==> config.mk <==
export PLATFORM = sky130hd
export DESIGN_NAME = bip_cpu
export DESIGN_NICKNAME = d
export VERILOG_FILES = /design/src/rtl/bip_pkg.sv /design/src/rtl/bip_alu.sv /design/src/rtl/bip_cpu.sv
export SDC_FILE = /design/constraint.sdc
export NUM_CORES = 1
export LEC_CHECK = 0
export ABC_AREA = 1
export CELL_PAD_IN_SITES_DETAIL_PLACEMENT = 1
export CELL_PAD_IN_SITES_GLOBAL_PLACEMENT = 2
export CORE_ASPECT_RATIO = 2
export CORE_MARGIN = 3
export CORE_UTILIZATION = 28
export CTS_CLUSTER_DIAMETER = 80
export DETAILED_ROUTE_END_ITERATION = 10
export GPL_ROUTABILITY_DRIVEN = 0
export HOLD_SLACK_MARGIN = 0.08
export PLACE_DENSITY = 0.84
export SYNTH_ARGS = -nofsm -noshare
export SYNTH_HDL_FRONTEND = slang
export SYNTH_SLANG_ARGS = --single-unit
==> constraint.sdc <==
create_clock -name CLK -period 4.4 [get_ports CLK]
set_input_delay 1.1 -clock CLK [delete_from_list [all_inputs] [get_ports CLK]]
set_output_delay 1.1 -clock CLK [all_outputs]
set_load 0.01 [all_outputs]
==> src/rtl/bip_pkg.sv <==
// Shared definitions for the BIP-I core: field widths, opcodes, FSM states and ALU ops.
package bip_pkg;

  localparam int DATA_W = 16;
  localparam int ADDR_W = 11;
  localparam int OPC_W  = 5;

  localparam logic [OPC_W-1:0] OP_HLT  = 5'b00000;
  localparam logic [OPC_W-1:0] OP_STO  = 5'b00001;
  localparam logic [OPC_W-1:0] OP_LD   = 5'b00010;
  localparam logic [OPC_W-1:0] OP_LDI  = 5'b00011;
  localparam logic [OPC_W-1:0] OP_ADD  = 5'b00100;
  localparam logic [OPC_W-1:0] OP_ADDI = 5'b00101;
  localparam logic [OPC_W-1:0] OP_SUB  = 5'b00110;
  localparam logic [OPC_W-1:0] OP_SUBI = 5'b00111;

  typedef enum logic [2:0] {
    S_FETCH,
    S_DECODE,
    S_EXEC,
    S_MEM,
    S_HALT
  } state_t;

  typedef enum logic [1:0] {
    ALU_PASS,
    ALU_ADD,
    ALU_SUB
  } alu_op_t;

endpackage

==> src/rtl/bip_alu.sv <==
// Combinational accumulator ALU; PASS forwards the operand so LD/LDI share the ACC write path.
module bip_alu
  import bip_pkg::*;
#(
  parameter int W = DATA_W
) (
  input  alu_op_t      op,
  input  logic [W-1:0] a,
  input  logic [W-1:0] b,
  output logic [W-1:0] result
);

  always_comb begin
    result = b;
    unique case (op)
      ALU_ADD: result = a + b;
      ALU_SUB: result = a - b;
      default: result = b;
    endcase
  end

endmodule

==> src/rtl/bip_cpu.sv <==
// Multi-cycle BIP-I core: fetch / decode / execute / memory-wait, accumulator machine.
// state    | meaning
// S_FETCH  | PROG_ADDR=PC presented to the synchronous ROM
// S_DECODE | ROM word valid, latched into IR
// S_EXEC   | execute by opcode; LD/ADD/SUB issue DM_RD
// S_MEM    | DM_OUT_DATA valid, combined into ACC
// S_HALT   | absorbing until RESET
module bip_cpu
  import bip_pkg::*;
#(
  parameter int DATA_W = 16,
  parameter int ADDR_W = 11,
  parameter int OPC_W  = 5
) (
  input  logic              CLK,
  input  logic              RESET,
  output logic [ADDR_W-1:0] PROG_ADDR,
  input  logic [DATA_W-1:0] PROG_DATA,
  output logic              DM_RD,
  output logic              DM_WR,
  output logic [ADDR_W-1:0] DM_ADDR,
  output logic [DATA_W-1:0] DM_IN_DATA,
  input  logic [DATA_W-1:0] DM_OUT_DATA,
  output logic [DATA_W-1:0] ACC,
  output logic              HALTED,
  output logic [15:0]       CYCLE_CNT
);

  state_t            state, state_nxt;
  logic [ADDR_W-1:0] pc;
  logic [DATA_W-1:0] ir, acc, sext, alu_b, alu_y;
  logic [15:0]       cycle_cnt;
  logic [OPC_W-1:0]  opc;
  logic [ADDR_W-1:0] operand;
  alu_op_t           alu_op;
  logic              ir_we, acc_we, pc_inc, dm_rd, dm_wr;

  assign opc     = ir[DATA_W-1 -: OPC_W];
  assign operand = ir[ADDR_W-1:0];
  assign sext    = {{(DATA_W-ADDR_W){operand[ADDR_W-1]}}, operand};

  bip_alu #(.W(DATA_W)) u_alu (
    .op     (alu_op),
    .a      (acc),
    .b      (alu_b),
    .result (alu_y)
  );

  always_ff @(posedge CLK or posedge RESET) begin
    if (RESET) begin
      state     <= S_FETCH;
      pc        <= '0;
      ir        <= '0;
      acc       <= '0;
      cycle_cnt <= '0;
    end else begin
      state <= state_nxt;
      if (ir_we)  ir  <= PROG_DATA;
      if (acc_we) acc <= alu_y;
      if (pc_inc) pc  <= pc + 1'b1;
      if (state != S_HALT) cycle_cnt <= cycle_cnt + 16'd1;
    end
  end

  // Strobes depend only on state and IR, so an async reset drops them at once.
  always_comb begin
    state_nxt = state;
    ir_we     = 1'b0;
    acc_we    = 1'b0;
    pc_inc    = 1'b0;
    dm_rd     = 1'b0;
    dm_wr     = 1'b0;
    alu_op    = ALU_PASS;
    alu_b     = sext;
    unique case (state)
      S_FETCH:  state_nxt = S_DECODE;
      S_DECODE: begin
        ir_we     = 1'b1;
        state_nxt = S_EXEC;
      end
      S_EXEC: begin
        pc_inc    = 1'b1;
        state_nxt = S_FETCH;
        case (opc)
          OP_HLT: begin
            pc_inc    = 1'b0;
            state_nxt = S_HALT;
          end
          OP_STO: dm_wr = 1'b1;
          OP_LD, OP_ADD, OP_SUB: begin
            dm_rd     = 1'b1;
            pc_inc    = 1'b0;
            state_nxt = S_MEM;
          end
          OP_LDI:  acc_we = 1'b1;
          OP_ADDI: begin
            acc_we = 1'b1;
            alu_op = ALU_ADD;
          end
          OP_SUBI: begin
            acc_we = 1'b1;
            alu_op = ALU_SUB;
          end
          default: ;
        endcase
      end
      S_MEM: begin
        alu_b     = DM_OUT_DATA;
        acc_we    = 1'b1;
        pc_inc    = 1'b1;
        state_nxt = S_FETCH;
        if (opc == OP_ADD)      alu_op = ALU_ADD;
        else if (opc == OP_SUB) alu_op = ALU_SUB;
      end
      S_HALT:  state_nxt = S_HALT;
      default: state_nxt = S_FETCH;
    endcase
  end

  assign PROG_ADDR  = pc;
  assign DM_RD      = dm_rd;
  assign DM_WR      = dm_wr;
  assign DM_ADDR    = (dm_rd || dm_wr) ? operand : '0;
  assign DM_IN_DATA = acc;
  assign ACC        = acc;
  assign HALTED     = (state == S_HALT);
  assign CYCLE_CNT  = cycle_cnt;

endmodule

==> results of run 1 <==
==> cell type report <==
type                            instances  area [µm²]  area share [%]
Timing Repair Buffer                  115        1129           19.37
Multi-Input combinational cell        415        2297           39.42
Clock buffer                           10       239.0           4.101
Inverter                               73       274.0           4.703
Sequential cell                        62        1551           26.63
Clock inverter                          6       92.59           1.589
Tap cell                              195       244.0           4.187
==> logic make-up after synthesis <==
group,count (synthesis),synth area share [%]
adder cells (fa/ha/maj),20,5.968
buffers and inverters,103,10.89
AND/OR/NAND/NOR,261,26.94
multiplexers,2,0.5214
flip-flops,62,35.92
AO/OA/AOI/OAI,90,11.24
XOR/XNOR,42,8.517
==> through the flow <==
step | TNS (ns) | worst slack (ns) | hold slack (ns) | instances
CTS | 0 | 0.2414 | 0.4768 | 876
finish | 0 | 0.2937 | 0.4752 | 876
detailed placement | -0.07737 | -0.07737 | 0.4600 | 860
global placement | -0.02551 | -0.02551 | 0.4655 | 860
floorplan | 0 | 0.8831 | 0.4896 | 580
global route | 0 | 0.01842 | 0.5121 | 876
==> worst min path at each step <==
| stage | endpoint | slack (ns) | depth (start not counted) |
|---|---|---|---|
| after floorplan | ir[0] | 0.49 | 2 |
| after global placement | PROG_ADDR[10] | 0.47 | 1 |
| after detailed placement | PROG_ADDR[10] | 0.46 | 1 |
| after CTS | PROG_ADDR[10] | 0.48 | 1 |
| after global routing | CYCLE_CNT[15] | 0.51 | 1 |
| final | PROG_ADDR[10] | 0.48 | 1 |
==> registers in the layout, indices dropped and copies added (netlist names) <==
signal	cells
PROG_ADDR	11
CYCLE_CNT	16
ACC	16
ir	16
state	3
==> layer usage <==
metal / vias up / wire length [µm] / global-route usage [%]
met5: - / 0 / 0
met3: 24 / 732 / 4.395
li1: 2029 / - / -
met4: 0 / 332 / 6.076
met2: 99 / 8227 / 33.55
met1: 2011 / 5011 / 17.93
==> power breakdown <==
part           total, mW  switching, mW  internal, mW  leakage [nW]
logic               3.03           1.78          1.26          1.87
clock network      0.819          0.303         0.516         0.156
registers           1.02          0.226         0.792         0.751
total               4.87           2.30          2.56          2.78
==> critical path, cell delays in order <==
cell and delay [ns]:
clkdlybuf4s50_1 0.41, nand2_1 0.07, o21ai_0 0.11, inv_1 0.09, ha_1 0.16, nand3_1 0.10, or2_4 0.26, nor2_4 0.15
nand4_2 0.13, nand2_1 0.10, xor2_1 0.15, ha_1 0.32, a21oi_1 0.22, o21ai_0 0.10, a21oi_1 0.17, nand2_1 0.08
a21oi_1 0.27, inv_1 0.07, nand2_1 0.09, nand3_2 0.07, a21oi_2 0.14
==> cells in the final DEF (no fill, tap or decap), drive strengths merged, types with 15 or more instances in the layout <==
cell and count:
nand2 133, clkdlybuf4s50 106, inv 75, nor2 72, dfrtp 62, a21oi 47, nand3 32, o21ai 29
xor2 27, ha 19, xnor2 15
==> impl_metrics.env, run 1 <==
export IMPL_status="completed"
export IMPL_rows=63
export IMPL_drt_first_pass_iters=4
export IMPL_syn_avg_cell_area_um2=7.447
export IMPL_r2r_start="state[1]"
export IMPL_synthToLayoutAreaGrowth_pct=34.91
export IMPL_syn_num_nets=634
export IMPL_vdd_drop_max_uv=274.2
export IMPL_drv_cap=0
export IMPL_r2r_end="ACC[15]"
export IMPL_hp_class="flop to flop"
export IMPL_grt_pass1_wl_mm=23.68
export IMPL_synth_top_area_share_pct=35.92
export IMPL_ys_seq_area_share_pct=35.92
export IMPL_drv_slew=0
export IMPL_cp_max_fo=7
export IMPL_p_leak_nw=2.779
export IMPL_skew_ns=0.006187
export IMPL_diodes=0
export IMPL_synthTopCellsByCount="nand2_1, inv_1, nor2_1"
export IMPL_drive_above_1_share_pct=8.223
export IMPL_crit_start="DM_OUT_DATA[0]"
export IMPL_rr_worst_depth=22
export IMPL_ys_seq_elements=62
export IMPL_synth_edf_count=0
export IMPL_ctsResizeCount=0
export IMPL_ant_nets=0
export IMPL_fin_crit_ns=4.106
export IMPL_clock_latency_ns=0.34
export IMPL_cts_buffer_depth=2
export IMPL_dieArea_mm2=0.01704
export IMPL_cts_tree="done"
export IMPL_htree_levels=3
export IMPL_grt_pass1_vias=4730
export IMPL_synth_warnings=0
export IMPL_postSynthCellCount=580
export IMPL_place_hpwl_mm=11.53
export IMPL_reg2reg_slack_ns=0.41
export IMPL_die_h_um=181.6
export IMPL_initial_core_util_pct=28.84
export IMPL_fin_nets=730
export IMPL_critical_path_endpoint_type="flop"
export IMPL_criticalPathCategory="input port to flop"
export IMPL_grt_setup_unrepaired="false"
export IMPL_cts_hold_buf=0
export IMPL_track_usage_pct=17.58
export IMPL_worst_slew_pin_slew_ns=1.132
export IMPL_cts_setup_buffers=0
export IMPL_clkTransAtPathRegs_ns=0.06
export IMPL_gr_total_overflow=0
export IMPL_grt_start_max_net_pins=40
export IMPL_syn_area_mm2=0.004319
export IMPL_min_from="PROG_ADDR[10]"
export IMPL_crit_arrival_ns=4.38
export IMPL_setup_viol=0
export IMPL_final_hold_violation_count=0
export IMPL_synth_area_top_cells="dfrtp_1, nand2_1, inv_1"
export IMPL_cp_required_ns=4.67
export IMPL_ys_types=40
export IMPL_wl_per_cell_um=16.33
export IMPL_synth_most_common_cell="nand2_1"
export IMPL_vias=4163
export IMPL_routed_wl_mm=14.30
export IMPL_nFillCells=1858
export IMPL_place_area_mm2=0.005495
export IMPL_die_x_um=93.82
export IMPL_core_area_mm2=0.01498
export IMPL_ys_flop_type="dfrtp_1"
export IMPL_clock_sinks=62
export IMPL_p_total_mw=4.870
export IMPL_antenna_found_initial=0
export IMPL_fin_crit_sh_pct=93.33
export IMPL_fmax_ghz=0.2435
export IMPL_start_kind="input port"
export IMPL_drc=0
export IMPL_cts_buffers=9
export IMPL_powerDensity_mw_per_mm2=835.7
export IMPL_synth_async_reset_ratio_pct=100.0
export IMPL_final_area_mm2=0.005827
export IMPL_root_buffer="clkbuf_16"
export IMPL_yosys_area_top_type="dfrtp_1"
export IMPL_fin_util_pct=38.91
export IMPL_io_buffer_count=106
export IMPL_via_per_inst=4.752
export IMPL_max_slew_margin_pct=24.34
export IMPL_critPathCapture="ACC[15]"
export IMPL_ios=107
export IMPL_drt_initial_drc_count=81
Power figures use the tool's default switching activity.
==> inputs of run 2 (changes only) <==
--- a/config.mk
+++ b/config.mk
@@ -14,8 +14,10 @@
 export CTS_CLUSTER_DIAMETER = 80
 export DETAILED_ROUTE_END_ITERATION = 10
 export GPL_ROUTABILITY_DRIVEN = 0
+export GPL_TIMING_DRIVEN = 0
 export HOLD_SLACK_MARGIN = 0.08
 export PLACE_DENSITY = 0.84
+export REMOVE_ABC_BUFFERS = 1
 export SYNTH_ARGS = -nofsm -noshare
 export SYNTH_HDL_FRONTEND = slang
 export SYNTH_SLANG_ARGS = --single-unit
==> run 2 against run 1 <==
  * Hold slack lost 0.00060 ns
  * Non-clock buffer count is 7 lower
  * Via count shrank 0.12%
  * First-iteration DRC count grew 11%
  * Fmax fell by 1.4%
  * Power down 2.0%
  * Critical endpoint is now DM_ADDR[1]
  * Final cell count shrank 0.80%
  * Clock-buffer cell count fell by 1
==> impl_metrics.env, run 2 (synthesized netlist as in run 1, its figures left out) <==
export IMPL_switching_share_pct=47.47
export IMPL_dieArea_mm2=0.01704
export IMPL_track_usage_pct=17.26
export IMPL_final_hold_violation_count=0
export IMPL_crit_slowest_cell="clkdlybuf4s50_1"
export IMPL_grt_pass1_vias=4648
export IMPL_pwr_share_comb_pct=62.3
export IMPL_fin_crit_ns=4.165
export IMPL_nFillCells=1875
export IMPL_place_hpwl_mm=11.60
export IMPL_fmax_ghz=0.2401
export IMPL_min_from="PROG_ADDR[10]"
export IMPL_ios=107
export IMPL_crit_arrival_ns=3.07
export IMPL_drv_cap=0
export IMPL_critical_path_endpoint_type="primary output"
export IMPL_fin_crit_sh_pct=94.66
export IMPL_via_per_inst=4.785
export IMPL_criticalPathCategory="flop to primary output"
export IMPL_max_slew_margin_pct=20.55
export IMPL_holdWs_ns=0.4746
export IMPL_cts_buffer_depth=2
export IMPL_fin_nets=723
export IMPL_final_cell_count_no_fill=869
export IMPL_power_share_clock_pct=16.4
export IMPL_antenna_found_initial=0
export IMPL_most_common_layout_cells="nand2_1, clkdlybuf4s50_1, inv_1, nor2_1, dfrtp_1"
export IMPL_cp_max_fo=11
export IMPL_hp_class="flop to flop"
export IMPL_die_x_um=93.82
export IMPL_cts_tree="done"
export IMPL_worst_slew_pin_slew_ns=1.192
export IMPL_sequentialPowerShare_pct=21.3
export IMPL_clock_sinks=62
export IMPL_vias=4158
export IMPL_vdd_drop_max_uv=268.1
export IMPL_clock_latency_ns=0.33
export IMPL_crit_start="state[1]"
export IMPL_drc=0
export IMPL_core_area_mm2=0.01498
export IMPL_start_kind="flop"
export IMPL_root_buffer="clkbuf_16"
export IMPL_initial_core_util_pct=28.84
export IMPL_ant_nets=0
export IMPL_cp_required_ns=3.30
export IMPL_routed_wl_mm=14.14
export IMPL_drv_slew=0
export IMPL_synthToLayoutAreaGrowth_pct=34.01
export IMPL_die_h_um=181.6
export IMPL_setup_viol=0
export IMPL_htree_levels=3
export IMPL_drive_above_1_share_pct=7.715
export IMPL_rows=63
export IMPL_crit_family="simple AND/OR/NAND/NOR gates"
export IMPL_r2r_start="state[1]"
export IMPL_grt_start_max_net_pins=42
export IMPL_p_int_mw=2.506
export IMPL_cts_hold_buf=0
export IMPL_path_cells="inv_1 -> nor2_1 -> inv_1 -> nor2_1 -> nand2_1 -> nor4_1 -> nor2_1 -> nor2_1 -> clkdlybuf4s50_1"
export IMPL_power_switching_mw=2.265
export IMPL_status="completed"
export IMPL_place_inst=852
export IMPL_crit_buf_inv=3
export IMPL_diodes=0
export IMPL_p_leak_nw=2.745
export IMPL_skew_ns=0.007148
export IMPL_gr_total_overflow=0
export IMPL_cpPeakStageDelay_ns=0.57
export IMPL_reg2reg_slack_ns=0.46
export IMPL_grt_pass1_wl_mm=23.36
export IMPL_drt_first_pass_iters=4
export IMPL_clkTransAtPathRegs_ns=0.06
export IMPL_drt_initial_drc_count=90
export IMPL_cts_buffers=9
export IMPL_powerDensity_mw_per_mm2=824.3
export IMPL_final_common_cell="nand2_1"
export IMPL_wl_per_cell_um=16.28
export IMPL_io_buffer_count=106
export IMPL_path_common_cell="nor2_1"
-- run 2: final cells by class --
cell class / instances / area [µm²] / share of cell area (%)
sequential: 62 / 1551 / 26.81
clock buffer: 9 / 225.2 / 3.891
clock inverter: 7 / 97.59 / 1.686
multi-input combinational: 415 / 2303 / 39.80
timing repair buffer: 108 / 1089 / 18.81
inverter: 73 / 277.8 / 4.799
tap: 195 / 244.0 / 4.215
-- run 2: final timing paths --
check,endpoint,cells after the start
setup / recovery,DM_ADDR[1],9
hold reg to reg,PROG_ADDR[10],1
hold / removal,PROG_ADDR[10],1
max in group asynchronous,ir[1],3
setup reg to reg,ACC[10],21
min in group asynchronous,PROG_ADDR[3],2
-- run 2: worst register-to-register path, stage by stage (launching register included) --
cell and delay, ns:
dfrtp_1 0.43, inv_1 0.08, nor2_1 0.22, inv_1 0.11
nor2_1 0.17, nand2_1 0.11, o21ai_0 0.11, and3_1 0.19
ha_2 0.29, clkinvlp_4 0.19, o21ai_0 0.13, xor2_1 0.20
ha_1 0.31, a21oi_1 0.19, o21ai_1 0.16, a21oi_1 0.34
o21ai_0 0.19, nand2_1 0.12, a21o_1 0.11, nand3_1 0.06
nand2_1 0.09, nand2_1 0.05
-- run 2: timing repair --
item	in CTS	in global routing
gates resized for setup	1	6
setup endpoints to repair	3	11
buffers inserted	0	1
-- run 2: power groups by stage --
| stage | clock network [mW] | registers [mW] | logic, mW |
|---|---|---|---|
| after floorplan | 0 | 1.07 | 1.84 |
| after global placement | 0 | 1.01 | 2.89 |
| after detailed placement | 0 | 1.03 | 2.98 |
| after CTS | 0.804 | 1.02 | 3.01 |
| after global routing | 0.825 | 1.06 | 3.36 |
| final | 0.784 | 1.02 | 2.97 |
-- run 2: routing by layer --
metal  routed length [µm]  GRT usage [%]  vias up
li1                     -              -     2012
met1                 4709          16.43     2024
met2                 8415          34.15       90
met3                  543          3.068       32
met4                  475          7.813        0
met5                    0              0        -
-- run 2: through the flow --
step / setup WS [ns] / utilization, % / total power, mW / setup TNS (ns) / cell area (µm²)
5_1_grt: -0.008574 / 38.65 / 5.247 / -0.008574 / 5788
3_5_place_dp: -0.2844 / 36.37 / 4.015 / -0.7195 / 5448
6_report: 0.2349 / 38.65 / 4.771 / 0 / 5788
4_1_cts: 0.01154 / 38.53 / 4.834 / 0 / 5771
2_1_floorplan: 0.9207 / - / 2.910 / 0 / 4123
3_3_place_gp: -0.1933 / 36.24 / 3.900 / -0.3955 / 5428
==> inputs of run 3 (changes only) <==
--- a/config.mk
+++ b/config.mk
@@ -11,13 +11,13 @@
 export CORE_ASPECT_RATIO = 2
 export CORE_MARGIN = 3
 export CORE_UTILIZATION = 28
-export CTS_CLUSTER_DIAMETER = 80
 export DETAILED_ROUTE_END_ITERATION = 10
 export GPL_ROUTABILITY_DRIVEN = 0
 export GPL_TIMING_DRIVEN = 0
 export HOLD_SLACK_MARGIN = 0.08
 export PLACE_DENSITY = 0.84
 export REMOVE_ABC_BUFFERS = 1
+export SLEW_MARGIN = 30
 export SYNTH_ARGS = -nofsm -noshare
 export SYNTH_HDL_FRONTEND = slang
 export SYNTH_SLANG_ARGS = --single-unit
==> run 3 against run 2 <==
  * Clock skew grew 0.0059 ns
  * Sequential share of layout area grew 0.064 points
  * Register-to-register slack lost 0.13 ns
  * Fmax shrank 1.1%
  * Design area shrank 0.24%
  * Final cell count is the same
  * Critical path type is now input port to flop
  * Largest cell class unchanged
==> impl_metrics.env, run 3 (synthesized netlist as in run 1, its figures left out) <==
export IMPL_status="completed"
export IMPL_most_common_layout_cells="nand2_1, clkdlybuf4s50_1, inv_1, nor2_1, dfrtp_1"
export IMPL_setup_viol=0
export IMPL_initial_core_util_pct=28.84
export IMPL_final_hold_violation_count=0
export IMPL_die_x_um=93.82
export IMPL_htree_levels=3
export IMPL_gr_total_overflow=0
export IMPL_crit_start="DM_OUT_DATA[0]"
export IMPL_cp_max_fo=7
export IMPL_wl_per_cell_um=16.31
export IMPL_drv_cap=0
export IMPL_max_slew_margin_pct=41.74
export IMPL_io_buffer_count=106
export IMPL_place_area_mm2=0.005459
export IMPL_fmax_ghz=0.2375
export IMPL_clock_latency_ns=0.34
export IMPL_fin_ws_ns=0.1903
export IMPL_routed_wl_mm=14.17
export IMPL_place_hpwl_mm=11.57
export IMPL_rows=63
export IMPL_reg2reg_slack_ns=0.33
export IMPL_worst_slew_pin_slew_ns=0.8706
export IMPL_drt_first_pass_iters=4
export IMPL_via_per_inst=4.741
export IMPL_cts_buffer_depth=2
export IMPL_synthToLayoutAreaGrowth_pct=33.69
export IMPL_antenna_found_initial=0
export IMPL_tns_ns=0
export IMPL_grt_pass1_wl_mm=23.16
export IMPL_grt_pass1_vias=4587
export IMPL_dpl_worst_slack_ns=-0.2726
export IMPL_ios=107
export IMPL_nFillCells=1882
export IMPL_drc=0
export IMPL_final_area_mm2=0.005774
export IMPL_min_from="PROG_ADDR[10]"
export IMPL_fin_nets=723
export IMPL_crit_arrival_ns=4.47
export IMPL_grt_setup_unrepaired="true"
export IMPL_track_usage_pct=17.30
export IMPL_drive_above_1_share_pct=8.457
export IMPL_hp_class="flop to flop"
export IMPL_ant_nets=0
export IMPL_grt_start_max_net_pins=43
export IMPL_cts_tree="done"
export IMPL_r2r_start="state[0]"
export IMPL_start_kind="input port"
export IMPL_critical_path_endpoint_type="flop"
export IMPL_die_h_um=181.6
export IMPL_drt_initial_drc_count=145
export IMPL_root_buffer="clkbuf_16"
export IMPL_dieArea_mm2=0.01704
export IMPL_r2r_end="ACC[15]"
export IMPL_place_inst=852
export IMPL_drv_slew=0
export IMPL_criticalPathCategory="input port to flop"
export IMPL_fin_crit_sh_pct=95.67
export IMPL_vias=4120
export IMPL_core_area_mm2=0.01498
export IMPL_cts_buffers=9
export IMPL_final_cell_count_no_fill=869
export IMPL_clkTransAtPathRegs_ns=0.06
export IMPL_fin_crit_ns=4.210
export IMPL_rr_worst_depth=20
export IMPL_min_to="PROG_ADDR[10]"
export IMPL_powerDensity_mw_per_mm2=815.4
export IMPL_skew_ns=0.01302
export IMPL_fin_util_pct=38.55
export IMPL_p_leak_nw=2.740
export IMPL_hold_depth=1
export IMPL_diodes=0
export IMPL_clock_sinks=62
export IMPL_vdd_drop_max_uv=268.1
export IMPL_cp_required_ns=4.66
export IMPL_final_common_cell="nand2_1"
[run 3: changes by cell type in the layout (fill, tap and decap cells not counted), sizes merged]
cell / previous run / this run
bufinv: 2 / 0
clkinv: 2 / 4
clkinvlp: 3 / 1
clkbuf: 9 / 10
inv: 73 / 74
[run 3: stage by stage]
step / hold WS [ns] / total power [mW]
6_report: 0.4757 / 4.708
5_1_grt: 0.4889 / 5.174
4_1_cts: 0.4723 / 4.737
3_5_place_dp: 0.4605 / 4.016
3_3_place_gp: 0.4648 / 3.900
2_1_floorplan: 0.4896 / 2.910
[run 3: final cells by class]
cell class,count,area [µm²],area share [%]
Clock buffer,10,239.0,4.139
Clock inverter,6,45.04,0.7801
Inverter,73,280.3,4.854
Multi-Input combinational cell,415,2326,40.28
Sequential cell,62,1551,26.87
Tap cell,195,244.0,4.225
Timing Repair Buffer,108,1089,18.85
[run 3: critical path: stages]
cell and delay, ns:
clkdlybuf4s50_1 0.41, nand2_1 0.06, o21ai_0 0.19, inv_1 0.12, ha_1 0.17, nand3_1 0.12
or2_4 0.26, nor2_4 0.13, nand4_2 0.13, nand2_1 0.11, xor2_1 0.07, ha_1 0.41
nand2_1 0.11, nor3_1 0.30, inv_1 0.09, nor3_1 0.24, a21oi_2 0.13, nand3_1 0.11
nand3_2 0.08, a21oi_2 0.13
[run 3: layer usage]
layer | part of all wire [%] | wire length [µm] | global-route usage, %
met2 | 58 | 8282 | 34.41
met3 | 4.5 | 631 | 3.980
met1 | 34 | 4796 | 16.19
met5 | 0 | 0 | 0
met4 | 3.3 | 461 | 6.887
[run 3: worst max-delay path by stage]
| stage | to | slack, ns | cells past startpoint |
|---|---|---|---|
| 6_report | ACC[15] | 0.19 | 20 |
| 5_1_grt | ACC[15] | -0.11 | 20 |
| 4_1_cts | ACC[13] | -0.03 | 23 |
| 3_5_place_dp | ACC[10] | -0.27 | 16 |
| 3_3_place_gp | ACC[10] | -0.19 | 16 |
| 2_1_floorplan | ACC[15] | 0.92 | 20 |
[run 3: timing repair]
action | CTS | global route
setup endpoints to repair | 4 | 17
setup buffers | 0 | 1
hold buffers | 0 | 0
gates resized for setup | 1 | 8
[run 3: where the power goes]
part	internal, mW	switching [mW]	total [mW]
combinational	1.22	1.78	3.00
clock	0.401	0.288	0.688
sequential	0.792	0.228	1.02
total	2.42	2.29	4.71
